## src/rtl/rm_mul_pkg.sv

```systemverilog
// Shared constants, FSM state type and the operand magnitude helper
// used by the sequential digit-serial multiplier.
package rm_mul_pkg;
    localparam int DIGIT_W = 4;
    localparam int MAX_W   = 64;

    typedef enum logic [1:0] {IDLE, RUN, DONE} state_e;

    // Magnitude of the low w bits of value; the most negative signed value
    // maps to 2^(w-1), which still fits in w unsigned bits.
    function automatic logic [MAX_W-1:0] abs_w(input logic [MAX_W-1:0] value,
                                               input int unsigned      w,
                                               input logic             is_signed);
        logic [MAX_W-1:0] mask;
        logic [MAX_W-1:0] r;
        mask = {MAX_W{1'b1}} >> (MAX_W - w);
        r    = value & mask;
        if (is_signed && r[6'(w-1)])
            r = (~r + 1'b1) & mask;
        return r;
    endfunction
endpackage

```

## src/rtl/rm_seq_mul_if.sv

```systemverilog
// Operand/product handshake bundle for rm_seq_mul.
interface rm_seq_mul_if #(
    parameter int WIDTH = 8
);
    logic               in_valid;
    logic               in_ready;
    logic               in_signed;
    logic [WIDTH-1:0]   a;
    logic [WIDTH-1:0]   b;
    logic               out_valid;
    logic               out_ready;
    logic [2*WIDTH-1:0] product;

    modport slave (
        input  in_valid, in_signed, a, b, out_ready,
        output in_ready, out_valid, product
    );

    modport master (
        output in_valid, in_signed, a, b, out_ready,
        input  in_ready, out_valid, product
    );
endinterface

```

## src/rtl/rm_mul4_core.sv

```systemverilog
// Exact combinational 4x4 unsigned multiplier, 8-bit result.
module rm_mul4_core (
    input  logic [3:0] a_i,
    input  logic [3:0] b_i,
    output logic [7:0] p_o
);
    assign p_o = 8'(a_i) * 8'(b_i);
endmodule

```

## src/rtl/rm_seq_mul.sv

```systemverilog
// Sequential WIDTH x WIDTH multiplier: one 4x4 core walks all digit pairs,
// accumulating shifted partial products; sign is applied once at the end.
module rm_seq_mul
    import rm_mul_pkg::*;
#(
    parameter int WIDTH = 8
) (
    input  logic        clk,
    input  logic        rst,
    rm_seq_mul_if.slave bus
);
    localparam int K   = WIDTH / DIGIT_W;
    localparam int NPP = K * K;
    localparam int CW  = (K > 1) ? $clog2(K) : 1;

    if ((WIDTH % DIGIT_W) != 0 || WIDTH < 8 || WIDTH > MAX_W) begin : g_bad_width
        $error("rm_seq_mul: WIDTH must be a multiple of 4 in [8, 64]");
    end

    state_e               state_q, state_d;
    logic [WIDTH-1:0]     a_q, a_d, b_q, b_d;
    logic                 neg_q, neg_d;
    logic [2*WIDTH-1:0]   acc_q, acc_d, prod_q, prod_d;
    logic [CW-1:0]        i_q, i_d, j_q, j_d;

    logic [WIDTH-1:0]     a_sh, b_sh;
    logic [7:0]           pp;
    logic [CW+2:0]        sh_amt;
    logic [2*WIDTH-1:0]   pp_sh, acc_sum;
    logic                 i_last, last;

    // Digit select by shifting, so index width never depends on WIDTH.
    assign a_sh = a_q >> {i_q, 2'b00};
    assign b_sh = b_q >> {j_q, 2'b00};

    rm_mul4_core u_core (
        .a_i (a_sh[3:0]),
        .b_i (b_sh[3:0]),
        .p_o (pp)
    );

    assign sh_amt  = {1'b0, i_q, 2'b00} + {1'b0, j_q, 2'b00};
    assign pp_sh   = (2*WIDTH)'(pp) << sh_amt;
    assign acc_sum = acc_q + pp_sh;
    assign i_last  = (i_q == CW'(K-1));
    assign last    = i_last && (j_q == CW'(K-1));

    always_comb begin
        state_d = state_q;
        a_d     = a_q;
        b_d     = b_q;
        neg_d   = neg_q;
        acc_d   = acc_q;
        prod_d  = prod_q;
        i_d     = i_q;
        j_d     = j_q;
        unique case (state_q)
            IDLE: begin
                if (bus.in_valid) begin
                    a_d     = WIDTH'(abs_w(MAX_W'(bus.a), WIDTH, bus.in_signed));
                    b_d     = WIDTH'(abs_w(MAX_W'(bus.b), WIDTH, bus.in_signed));
                    neg_d   = bus.in_signed & (bus.a[WIDTH-1] ^ bus.b[WIDTH-1]);
                    acc_d   = '0;
                    i_d     = '0;
                    j_d     = '0;
                    state_d = RUN;
                end
            end
            RUN: begin
                acc_d = acc_sum;
                if (i_last) begin
                    i_d = '0;
                    j_d = j_q + CW'(1);
                end else begin
                    i_d = i_q + CW'(1);
                end
                if (last) begin
                    prod_d  = neg_q ? -acc_sum : acc_sum;
                    i_d     = '0;
                    j_d     = '0;
                    state_d = DONE;
                end
            end
            DONE: begin
                if (bus.out_ready)
                    state_d = IDLE;
            end
            default: state_d = IDLE;
        endcase
    end

    always_ff @(posedge clk or posedge rst) begin
        if (rst) begin
            state_q <= IDLE;
            a_q     <= '0;
            b_q     <= '0;
            neg_q   <= 1'b0;
            acc_q   <= '0;
            prod_q  <= '0;
            i_q     <= '0;
            j_q     <= '0;
        end else begin
            state_q <= state_d;
            a_q     <= a_d;
            b_q     <= b_d;
            neg_q   <= neg_d;
            acc_q   <= acc_d;
            prod_q  <= prod_d;
            i_q     <= i_d;
            j_q     <= j_d;
        end
    end

    assign bus.in_ready  = (state_q == IDLE);
    assign bus.out_valid = (state_q == DONE);
    assign bus.product   = prod_q;
endmodule

```

## src/flat_wrapper.sv

```systemverilog
// flat-port wrapper written by rule: the top's interface ports become plain ports
module rm_seq_mul_flat import rm_mul_pkg::*;
#(
    parameter int WIDTH = 8
)
  (clk, rst, bus_in_valid, bus_in_signed, bus_a, bus_b, bus_out_ready, bus_in_ready, bus_out_valid, bus_product);
  rm_seq_mul_if #(.WIDTH(WIDTH)) bus_i ();
  input  logic clk;
  input  logic rst;
  input wire logic [$bits(bus_i.in_valid)-1:0] bus_in_valid;
  input wire logic [$bits(bus_i.in_signed)-1:0] bus_in_signed;
  input wire logic [$bits(bus_i.a)-1:0] bus_a;
  input wire logic [$bits(bus_i.b)-1:0] bus_b;
  input wire logic [$bits(bus_i.out_ready)-1:0] bus_out_ready;
  output wire logic [$bits(bus_i.in_ready)-1:0] bus_in_ready;
  output wire logic [$bits(bus_i.out_valid)-1:0] bus_out_valid;
  output wire logic [$bits(bus_i.product)-1:0] bus_product;
  assign bus_i.in_valid = bus_in_valid;
  assign bus_i.in_signed = bus_in_signed;
  assign bus_i.a = bus_a;
  assign bus_i.b = bus_b;
  assign bus_i.out_ready = bus_out_ready;
  assign bus_in_ready = bus_i.in_ready;
  assign bus_out_valid = bus_i.out_valid;
  assign bus_product = bus_i.product;
  rm_seq_mul #(.WIDTH(WIDTH)) u_core (.clk(clk), .rst(rst), .bus(bus_i));
endmodule
```

## config.mk

```make
export PLATFORM = sky130hd
export DESIGN_NAME = rm_seq_mul_flat
export DESIGN_NICKNAME = d
export VERILOG_FILES = /design/src/rtl/rm_mul_pkg.sv /design/src/rtl/rm_seq_mul_if.sv /design/src/rtl/rm_mul4_core.sv /design/src/rtl/rm_seq_mul.sv /design/src/flat_wrapper.sv
export SDC_FILE = /design/constraint.sdc
export NUM_CORES = 1
export LEC_CHECK = 0
export BUFFER_PORTS_ARGS = -buffer_cell sky130_fd_sc_hd__buf_2
export CAP_MARGIN = 20
export CORE_ASPECT_RATIO = 1.4
export CORE_MARGIN = 2
export CORE_UTILIZATION = 64
export CTS_CLUSTER_SIZE = 12
export DETAILED_ROUTE_END_ITERATION = 8
export PLACE_DENSITY = 0.95
export SLEW_MARGIN = 30
export SYNTH_ARGS = -nofsm -noshare
export SYNTH_HDL_FRONTEND = slang
export SYNTH_SLANG_ARGS = --single-unit
```

## constraint.sdc

```tcl
create_clock -name clk -period 17.3 [get_ports clk]
set_clock_uncertainty 0.1 [all_clocks]
set_input_delay 0 -clock clk [delete_from_list [all_inputs] [get_ports clk]]
set_output_delay 0 -clock clk [all_outputs]
set_load 0.005 [all_outputs]
```

==> results.toml, run 1 <==
[hold_path]
hold_path_depth = 4
min_to = "u_core.neg_q$_DFFE_PP0P_"
hold_path_class = "in2reg"
hold_start = "bus_in_valid"

[global_routing]
grt_busiest_layer = "met2"
grt_pass1_vias = 3422
antenna_found_initial = 0
grtUsageMet2_pct = 58.0
grt_use_met3_pct = 3.38
grt_usage_pct = 28.7
grt-ovfl-total = 0
grt.met1_usage_pct = 28.8
grt_max_degree = 54
grt_pass1_wl_microns = 15200

[pwr]
power.total_mw = 0.977
p_leak_nw = 2.12
vdd_ir_drop_max_mv = 0.101
p_per_area_mw_per_mm2 = 225

[finish]
fin_util_pct = 74.6
nNetsFinal = 535
layout.cells.non_filler = 549
fin_area_sq_mm = 0.00434
drive_gt1_share_pct = 14.6
diodes = 0
syn_to_final_growth_pct = 13.2

[worst_setup_path]
required_ps = 17380
reg2reg_depth = 21
critPathArrivalTime_ps = 6040
cp_top_family = "adder cells"
reg2reg_slack_ps = 11340
crit_buf_inv = 2
worstPathMaxFanout = 8
cpMostUsedCell = "fa_1"
crit_path_top_delay_cell = "fa_1"
cpPeakStageDelay_ps = 570
r2r_end = "u_core.bus.product[14]$_DFFE_PP0P_"
end_kind = "register"
crit_chain = "mux2i_1, or2_2, fa_1, inv_1, fa_1, inv_1, fa_1, o21bai_1, a21oi_1, xnor2_1, mux2i_1, nor2_1, ha_1, a211o_1, o2111ai_1, nand2_1, xor2_1, or4_4, o31ai_1, xor2_1, o21ai_1"
start_kind = "register"
critical_path_class = "reg2reg"
reg2reg_from = "u_core.i_last$_DFFE_PP0P_"

[timing]
final_max_slew_viol_count = 0
timing.final.crit_share_pct = 34.5
worst_pin_slew_ps = 817
tns_ps = 0
setup_violations = 0
fmax_ghz = 0.168
finalHoldViolCount = 0
rsz0062_at_grt = "no"
holdWs_ps = 85.0
setup_slack_ps = 11340
min_period_ps = 5960
slew_headroom_pct = 45.4

[place]
dpl_cell_area_sq_mm = 0.00404
dp_cells = 520
portBuffers = 38
post-place-ws_ps = 11410
place_congestion = 0.993
dp_hpwl_microns = 6140

[cts]
clk_pin_slew_ps = 100
cts_sinks = 53
root_buffer = "clkbuf_8"
cts_buffers = 5
cts.path.max_buffers = 2
htreeDepth = 2
cts_tree = "done"
worstSkewPairLatency_ps = 310
cts-resized-gates = 0

[drt]
dr.pass1.iters = 4
vias = 3316
viasPerCell = 6.04
drtIter0Drc = 237
drc = 0
routed_wl_microns = 9000
ant_nets = 0
wl_per_cell_microns = 16.4

[floorplanning]
ioPinCount = 39
dieHeight_microns = 95.6
initial_core_util_pct = 65.9
fp.dieArea_sq_mm = 0.00664
core_area_sq_mm = 0.00582
die_x_microns = 69.5
rows = 33

[synth]
ys.flop_type = "dfrtp_1"
synth_seq_area_share_pct = 34.6
synth_async_sr_flop_share_pct = 100
synth_area_sq_mm = 0.00384
synth_cell_types = 48
netlist_instances = 427
synth_nets = 484
synth_warnings = 0
ys_ff_latch = 53
syn_area_per_cell_sq_um = 8.99
synth_edf_count = 0

[flow_run]
max_cap_violations = 0

[status]
status = "complete, no violations"
[area by class of cell]
| class | instances | area (sq um) |
|---|---|---|
| Fill cell | 397 | 1480 |
| Inverter | 18 | 70.1 |
| Clock inverter | 3 | 21.3 |
| Timing Repair Buffer | 60 | 408 |
| Tap cell | 70 | 87.6 |
| Multi-Input combinational cell | 340 | 2360 |
| Sequential cell | 53 | 1330 |
| Clock buffer | 5 | 68.8 |
[placed cells by master, fill, tap and decap left out, types with 13 or more instances in the layout]
cell and count:
dfrtp_1 53, nor2_1 29, xnor2_1 21, mux2i_1 13, inv_1 17, a21oi_1 15, o21ai_0 44, dlygate4sd3_1 21
xor2_1 22, ha_1 31, buf_2 38, nand2_1 59
[cells by family (layout without fill, tap and decap cells)]
| logic type | Yosys count | count (layout) | share of synthesized area, % |
|---|---|---|---|
| and+or+nand+nor | 132 | 132 | 15.5 |
| AOI/OAI and AO/OA | 114 | 114 | 19.4 |
| DFF | 53 | 53 | 34.6 |
| xor gates and xnor gates | 43 | 43 | 9.81 |
| adders and majority gates | 36 | 36 | 12.7 |
| buffers and inverters | 34 | 86 | 3.98 |
| muxes | 15 | 15 | 3.98 |
[synthesized netlist by cell type (2+ instances only)]
cell / instances / area share (%)
o21ai_0: 44 / 5.7
clkbuf_1: 12 / 1.2
dfrtp_1: 53 / 35
a22o_1: 11 / 2.5
o21ai_1: 4 / 0.52
or3_1: 5 / 0.81
nand3_1: 10 / 1.3
xor2_1: 22 / 5.0
a21oi_1: 15 / 2.0
nor3_1: 6 / 0.78
o21bai_1: 4 / 0.78
o31ai_1: 5 / 0.98
nand2_1: 60 / 5.9
buf_6: 2 / 0.59
a21oi_2: 4 / 0.91
a211oi_2: 2 / 0.65
or2_2: 4 / 0.65
fa_1: 5 / 2.6
ha_1: 31 / 10
o22ai_1: 5 / 0.81
xnor2_1: 21 / 4.8
a21o_1: 6 / 1.2
o21a_1: 2 / 0.39
nand2b_1: 6 / 0.98
inv_1: 18 / 1.8
mux2i_1: 13 / 3.4
nand4_1: 2 / 0.33
a31oi_1: 3 / 0.49
mux2_2: 2 / 0.59
nor2b_1: 4 / 0.65
nor2_1: 29 / 2.8
[state kept, by name, indices dropped and copies added (netlist names)]
signal              flops
u_core.b_q              8
u_core.state_q          2
u_core.j_q              1
u_core.i_last           1
u_core.neg_q            1
u_core.acc_q           16
u_core.a_q              8
u_core.bus.product     16
[worst max path at each step]
stage                                         start                            endpoint  slack [ps]  cells past startpoint
final                     u_core.i_last$_DFFE_PP0P_  u_core.bus.product[14]$_DFFE_PP0P_       11340                     21
after global routing      u_core.i_last$_DFFE_PP0P_  u_core.bus.product[14]$_DFFE_PP0P_       10990                     22
after CTS                 u_core.i_last$_DFFE_PP0P_  u_core.bus.product[15]$_DFFE_PP0P_       11370                     22
after detailed placement  u_core.i_last$_DFFE_PP0P_  u_core.bus.product[15]$_DFFE_PP0P_       11410                     21
after global placement    u_core.i_last$_DFFE_PP0P_  u_core.bus.product[14]$_DFFE_PP0P_       11630                     21
after floorplan           u_core.i_last$_DFFE_PP0P_  u_core.bus.product[14]$_DFFE_PP0P_       11710                     22
[worst reg2reg max path, cell delays in order (launching register included)]
cell	delay, ps
dfrtp_1	550
mux2i_1	190
or2_2	340
fa_1	540
inv_1	50
fa_1	570
inv_1	70
fa_1	460
o21bai_1	160
a21oi_1	100
xnor2_1	160
mux2i_1	190
nor2_1	70
ha_1	360
a211o_1	350
o2111ai_1	220
nand2_1	130
xor2_1	210
or4_4	520
o31ai_1	280
xor2_1	180
o21ai_1	70
[what timing repair did]
item,CTS,global route
endpoints found under the hold margin,71,0
setup buffers,0,0
hold buffers,21,0
[layer usage]
metal,part of all wire [%],vias up
met1,36,1569
met2,56,116
li1,-,1594
met4,3.5,0
met3,4.1,37
met5,0,-
[power by group]
group / switching, mW / internal (mW)
sequential: 0.0402 / 0.177
clock: 0.0425 / 0.0288
combinational: 0.406 / 0.282
Power figures use the tool's default switching activity.
==> inputs of run 2 (changes only) <==
--- a/config.mk
+++ b/config.mk
@@ -5,14 +5,15 @@
 export SDC_FILE = /design/constraint.sdc
 export NUM_CORES = 1
 export LEC_CHECK = 0
+export ABC_AREA = 1
 export BUFFER_PORTS_ARGS = -buffer_cell sky130_fd_sc_hd__buf_2
 export CAP_MARGIN = 20
 export CORE_ASPECT_RATIO = 1.4
 export CORE_MARGIN = 2
-export CORE_UTILIZATION = 64
+export CORE_UTILIZATION = 55
 export CTS_CLUSTER_SIZE = 12
 export DETAILED_ROUTE_END_ITERATION = 8
-export PLACE_DENSITY = 0.95
+export PLACE_DENSITY = 0.88
 export SLEW_MARGIN = 30
 export SYNTH_ARGS = -nofsm -noshare
 export SYNTH_HDL_FRONTEND = slang
==> constraint.sdc (replaced) <==
create_clock -name clk -period 5.3 [get_ports clk]
set_clock_uncertainty 0.1 [all_clocks]
set_input_delay 0 -clock clk [delete_from_list [all_inputs] [get_ports clk]]
set_output_delay 0 -clock clk [all_outputs]
set_load 0.005 [all_outputs]
==> run 2 against run 1 <==
Via count rose by 33%. Cell count rose by 44%. Synthesized cell count rose by 48%. Hold slack got worse by 47 ps. Register-to-register slack got worse by 11000 ps. Clock-buffer cell count rose by 1. Core utilization fell by 9.8 points. Sequential share of layout area fell by 3.9 points. Global-route usage rose by 0.80 points. Die area rose by 29%. Area after synthesis rose by 13%. First-iteration DRC count did not move.
==> results.toml, run 2 <==
[status]
status = "complete, no violations"

[finish]
mostFrequentLayoutCell = "nand2_1"
diodes = 0
final_cell_mix = "nand2_1, inv_1, nor2_1"
fin_area_sq_mm = 0.00499
drive_gt1_share_pct = 14.4
fillers = 648
syn_to_final_growth_pct = 15.5
nNetsFinal = 749

[floorplanning]
die_x_microns = 78.9
ioPinCount = 39
rows = 38
initial_core_util_pct = 56.1
dieHeight_microns = 109
core_area_sq_mm = 0.00770
fp.dieArea_sq_mm = 0.00859

[place]
dpl_cell_area_sq_mm = 0.00463
dp_hpwl_microns = 9130
portBuffers = 38
place_congestion = 0.961

[synth]
synth_async_sr_flop_share_pct = 100
ys_top_cells_by_area = "dfrtp_1, nand2_1, ha_1"
ys_top_cells_by_count = "nand2_1, inv_1, nor2_1, dfrtp_1, nand3_1"
ys_ff_latch = 53
synth_cell_types = 36
synth_edf_count = 0
post-synth-top-count-cell = "nand2_1"
synth_top_area_share_pct = 30.7
yosysTopAreaCell = "dfrtp_1"
synth_warnings = 0
netlist_instances = 631
synth_seq_area_share_pct = 30.7
synth_area_sq_mm = 0.00432
syn_area_per_cell_sq_um = 6.85
ys.flop_type = "dfrtp_1"
synth_nets = 688

[cts]
root_buffer = "clkbuf_8"
cts_buffers = 5
cts.path.max_buffers = 2
cts_sinks = 53
htreeDepth = 2
cts_tree = "done"
worstSkewPairLatency_ps = 310
clk_pin_slew_ps = 100

[global_routing]
grt_max_degree = 54
grt_usage_pct = 29.5
antenna_found_initial = 0
grt-ovfl-total = 0
grt_pass1_wl_microns = 19900
grt_pass1_vias = 4503

[drt]
ant_nets = 0
vias = 4410
drc = 0
viasPerCell = 5.56
wl_per_cell_microns = 15.4
dr.pass1.iters = 5
drtIter0Drc = 237
routed_wl_microns = 12200

[worst_setup_path]
critPathArrivalTime_ps = 5190
critical_path_class = "reg2reg"
crit_path_top_delay_cell = "fa_1"
crit_buf_inv = 4
cp_top_family = "adder cells"
start_kind = "register"
cpPeakStageDelay_ps = 530
worstPathMaxFanout = 7
cpMostUsedCell = "nand2_1"
required_ps = 5460
end_kind = "register"

[timing]
timing.final.crit_share_pct = 94.9
setup_violations = 0
tns_ps = 0
final_max_slew_viol_count = 0
finalHoldViolCount = 0
slew_headroom_pct = 47.3
worst_pin_slew_ps = 789
fmax_ghz = 0.199
min_period_ps = 5030

[hold_path]
hold_path_class = "in2reg"

[flow_run]
max_cap_violations = 0
run 2: cell types whose count changed after synthesis, sizes merged, moves of 12 or more:
| cell | before | now |
|---|---|---|
| nand2 | 60 | 206 |
| inv | 18 | 80 |
| a22o | 12 | 0 |
| nor2 | 29 | 67 |
| nand3 | 10 | 47 |
| xnor2 | 21 | 5 |
run 2: tightest hold or removal path, delay by kind of cell:
kind | cells | cell delay [ps]
xor gates and xnor gates | 1 | 170
buffers and inverters | 2 | 150
AOI/OAI and AO/OA | 1 | 90
run 2: cells by family after synthesis:
group	count (synthesis)	synth area share [%]
mux	6	1.39
flops	53	30.7
xor+xnor	20	4.05
fa+ha+maj	36	11.3
simple gates	339	33.8
compound gates	82	10.5
buf+inv	95	8.28
run 2: path summary, 6_finish.rpt:
kind	to	slack, ps	start	depth (start not counted)
setup / recovery	u_core.bus.product[14]$_DFFE_PP0P_	270	u_core.i_last$_DFFE_PP0P_	28
setup reg to reg	u_core.bus.product[14]$_DFFE_PP0P_	270	u_core.i_last$_DFFE_PP0P_	28
hold reg to reg	u_core.bus.product[10]$_DFFE_PP0P_	380	u_core.bus.product[10]$_DFFE_PP0P_	2
hold / removal	u_core.b_q[4]$_DFFE_PP0P_	40	bus_b[4]	4
min in group asynchronous	u_core.a_q[6]$_DFFE_PP0P_	220	rst	3
max in group asynchronous	u_core.j_q$_DFFE_PP0P_	4400	rst	3
run 2: repair_timing:
action | in CTS | in global routing
resized for setup | 2 | 21
setup buffers | 0 | 3
hold endpoints to repair | 70 | 0
setup endpoints to repair | 3 | 11
hold buffers | 20 | 0
pin swaps | 0 | 10
run 2: stage by stage:
step           std cells  worst slack, ps  hold WS [ps]  util (%)
3_3_place_gp         762              127          81.4      60.0
6_report             793              268          37.8      64.8
2_1_floorplan        631              453         -13.7         -
5_1_grt              793            -17.6          56.8      64.8
4_1_cts              790             57.1          30.9      63.8
3_5_place_dp         762            -15.8          35.8      60.1
run 2: cell type report:
class | instances | area (sq um) | area share (%)
Tap cell | 100 | 125 | 2.51
Inverter | 84 | 318 | 6.37
Sequential cell | 53 | 1330 | 26.6
Timing Repair Buffer | 65 | 443 | 8.87
Clock buffer | 6 | 72.6 | 1.45
Clock inverter | 2 | 15.0 | 0.301
Multi-Input combinational cell | 483 | 2690 | 53.9
run 2: metal layers:
metal  vias to the layer above  global-route usage, %  routed length, microns
met1                      2036                   28.7                    4400
met4                         0                   20.2                     850
li1                       2142                      -                       -
met3                        67                   4.14                     444
met5                         -                      0                       0
met2                       165                   56.7                    6550
Power of run 2 is not shown: default switching activity piles up to over one toggle a cycle in this logic, so the estimate is an artifact.
==> inputs of run 3 (changes only) <==
--- a/config.mk
+++ b/config.mk
@@ -10,10 +10,10 @@
 export CAP_MARGIN = 20
 export CORE_ASPECT_RATIO = 1.4
 export CORE_MARGIN = 2
-export CORE_UTILIZATION = 55
+export CORE_UTILIZATION = 61
 export CTS_CLUSTER_SIZE = 12
 export DETAILED_ROUTE_END_ITERATION = 8
-export PLACE_DENSITY = 0.88
+export PLACE_DENSITY = 0.91
 export SLEW_MARGIN = 30
 export SYNTH_ARGS = -nofsm -noshare
 export SYNTH_HDL_FRONTEND = slang
==> constraint.sdc (replaced) <==
create_clock -name clk -period 5.5 [get_ports clk]
set_clock_uncertainty 0.1 [all_clocks]
set_input_delay 0 -clock clk [delete_from_list [all_inputs] [get_ports clk]]
set_output_delay 0 -clock clk [all_outputs]
set_load 0.005 [all_outputs]
==> run 3 against run 2 <==
Global-route usage rose by 4.9 points. Hold slack better by 22 ps. Clock-buffer cell count decreased by 1. Cell count shrank 1.1%. Register-to-register slack worse by 20 ps. Design area decreased by 0.73%. Sequential cell count unchanged. Setup slack got worse by 21 ps. Via count grew 4.6%. Die area fell by 9.4%. Sequential share of layout area increased by 0.19 points. First-iteration DRC count is 79% higher.
==> results.toml, run 3 (synthesis gave the netlist of run 2 again) <==
[global_routing]
antenna_found_initial = 0
grt_pass1_vias = 4793
grt_pass1_wl_microns = 21000
grt-ovfl-total = 0
grt_usage_pct = 34.4
grt_max_degree = 54

[timing]
final_max_slew_viol_count = 0
min_period_ps = 5250
holdWs_ps = 60.3
timing.final.crit_share_pct = 95.5
rsz0062_at_grt = "yes"
worst_pin_slew_ps = 786
setup_violations = 0
fmax_ghz = 0.190
slew_headroom_pct = 47.5
finalHoldViolCount = 0

[finish]
diodes = 0
final_cell_mix = "nand2_1, inv_1, nor2_1"
syn_to_final_growth_pct = 14.7
drive_gt1_share_pct = 12.8
mostFrequentLayoutCell = "nand2_1"
fin_util_pct = 71.9
nNetsFinal = 745

[cts]
htreeDepth = 2
cts_buffers = 5
root_buffer = "clkbuf_8"
clk_pin_slew_ps = 100
cts_sinks = 53
cts.path.max_buffers = 2
cts_tree = "done"
worstSkewPairLatency_ps = 320

[worst_setup_path]
cpPeakStageDelay_ps = 560
critical_path_class = "reg2reg"
crit_path_top_delay_cell = "fa_1"
critPathArrivalTime_ps = 5360
required_ps = 5610
start_kind = "register"
worstPathMaxFanout = 9
end_kind = "register"
cpMostUsedCell = "nand2_1"

[drt]
routed_wl_microns = 13000
dr.pass1.iters = 7
viasPerCell = 5.88
vias = 4613
wl_per_cell_microns = 16.6
drtIter0Drc = 425
drc = 0
ant_nets = 0

[place]
dp_hpwl_microns = 8850
place_congestion = 1.03
portBuffers = 38

[floorplanning]
fp.dieArea_sq_mm = 0.00778
dieHeight_microns = 104
rows = 36
die_x_microns = 75.1
core_area_sq_mm = 0.00689
ioPinCount = 39
initial_core_util_pct = 62.7

[status]
status = "complete, no violations"

[hold_path]
hold_path_class = "in2reg"

[flow_run]
max_cap_violations = 0
==> run 3: path summary, 6_finish.rpt <==
check / endpoint / slack, ps / cells past startpoint / from
hold reg to reg: u_core.bus.product[12]$_DFFE_PP0P_ / 380 / 2 / u_core.bus.product[12]$_DFFE_PP0P_
min in group asynchronous: u_core.bus.product[15]$_DFFE_PP0P_ / 230 / 3 / rst
setup / recovery: u_core.bus.product[13]$_DFFE_PP0P_ / 250 / 26 / u_core.j_q$_DFFE_PP0P_
hold / removal: u_core.b_q[4]$_DFFE_PP0P_ / 60 / 4 / bus_b[4]
setup reg to reg: u_core.bus.product[13]$_DFFE_PP0P_ / 250 / 26 / u_core.j_q$_DFFE_PP0P_
max in group asynchronous: u_core.i_last$_DFFE_PP0P_ / 4610 / 3 / rst
==> run 3: cell type report <==
type | instances | area [sq um]
repair buffers | 61 | 413
multi-input cells | 483 | 2670
flip-flops and latches | 53 | 1330
well taps | 95 | 119
fillers | 516 | 1940
clock inverters | 3 | 43.8
clock buffers | 5 | 68.8
inverters | 84 | 318
==> run 3: worst max-delay path: cells and delay by family, from the launching register on <==
family / cells / cell delay (ps)
adders and majority gates: 4 / 1810
xor gates and xnor gates: 1 / 200
buffers and inverters: 3 / 170
AOI/OAI and AO/OA: 2 / 330
and+or+nand+nor: 14 / 1650
muxes: 2 / 370
DFF: 1 / 500
==> run 3: stage by stage <==
step,area (sq um),setup slack (ps),TNS [ps],instances
6_report,4960,247,0,784
5_1_grt,4960,-74.3,-175,784
3_5_place_dp,4590,131,0,753
4_1_cts,4900,52.0,0,781
2_1_floorplan,4320,653,0,631
3_3_place_gp,4590,310,0,753
==> run 3: repair_timing <==
| item | in CTS | in global routing |
|---|---|---|
| hold buffers | 20 | 0 |
| endpoints found under the setup margin | 0 | 11 |
| setup buffers | 0 | 3 |
| hold endpoints to repair | 70 | 0 |
| resized for setup | 0 | 16 |
==> run 3: routing by layer <==
layer  global-route usage [%]  routed length [microns]  vias to the layer above
met3                     5.84                      787                      108
li1                         -                        -                     2134
met4                     27.1                     1270                        0
met5                        0                        0                        -
met1                     35.8                     4370                     2096
met2                     58.0                     6570                      275
Power of run 3 is left out for the same reason.
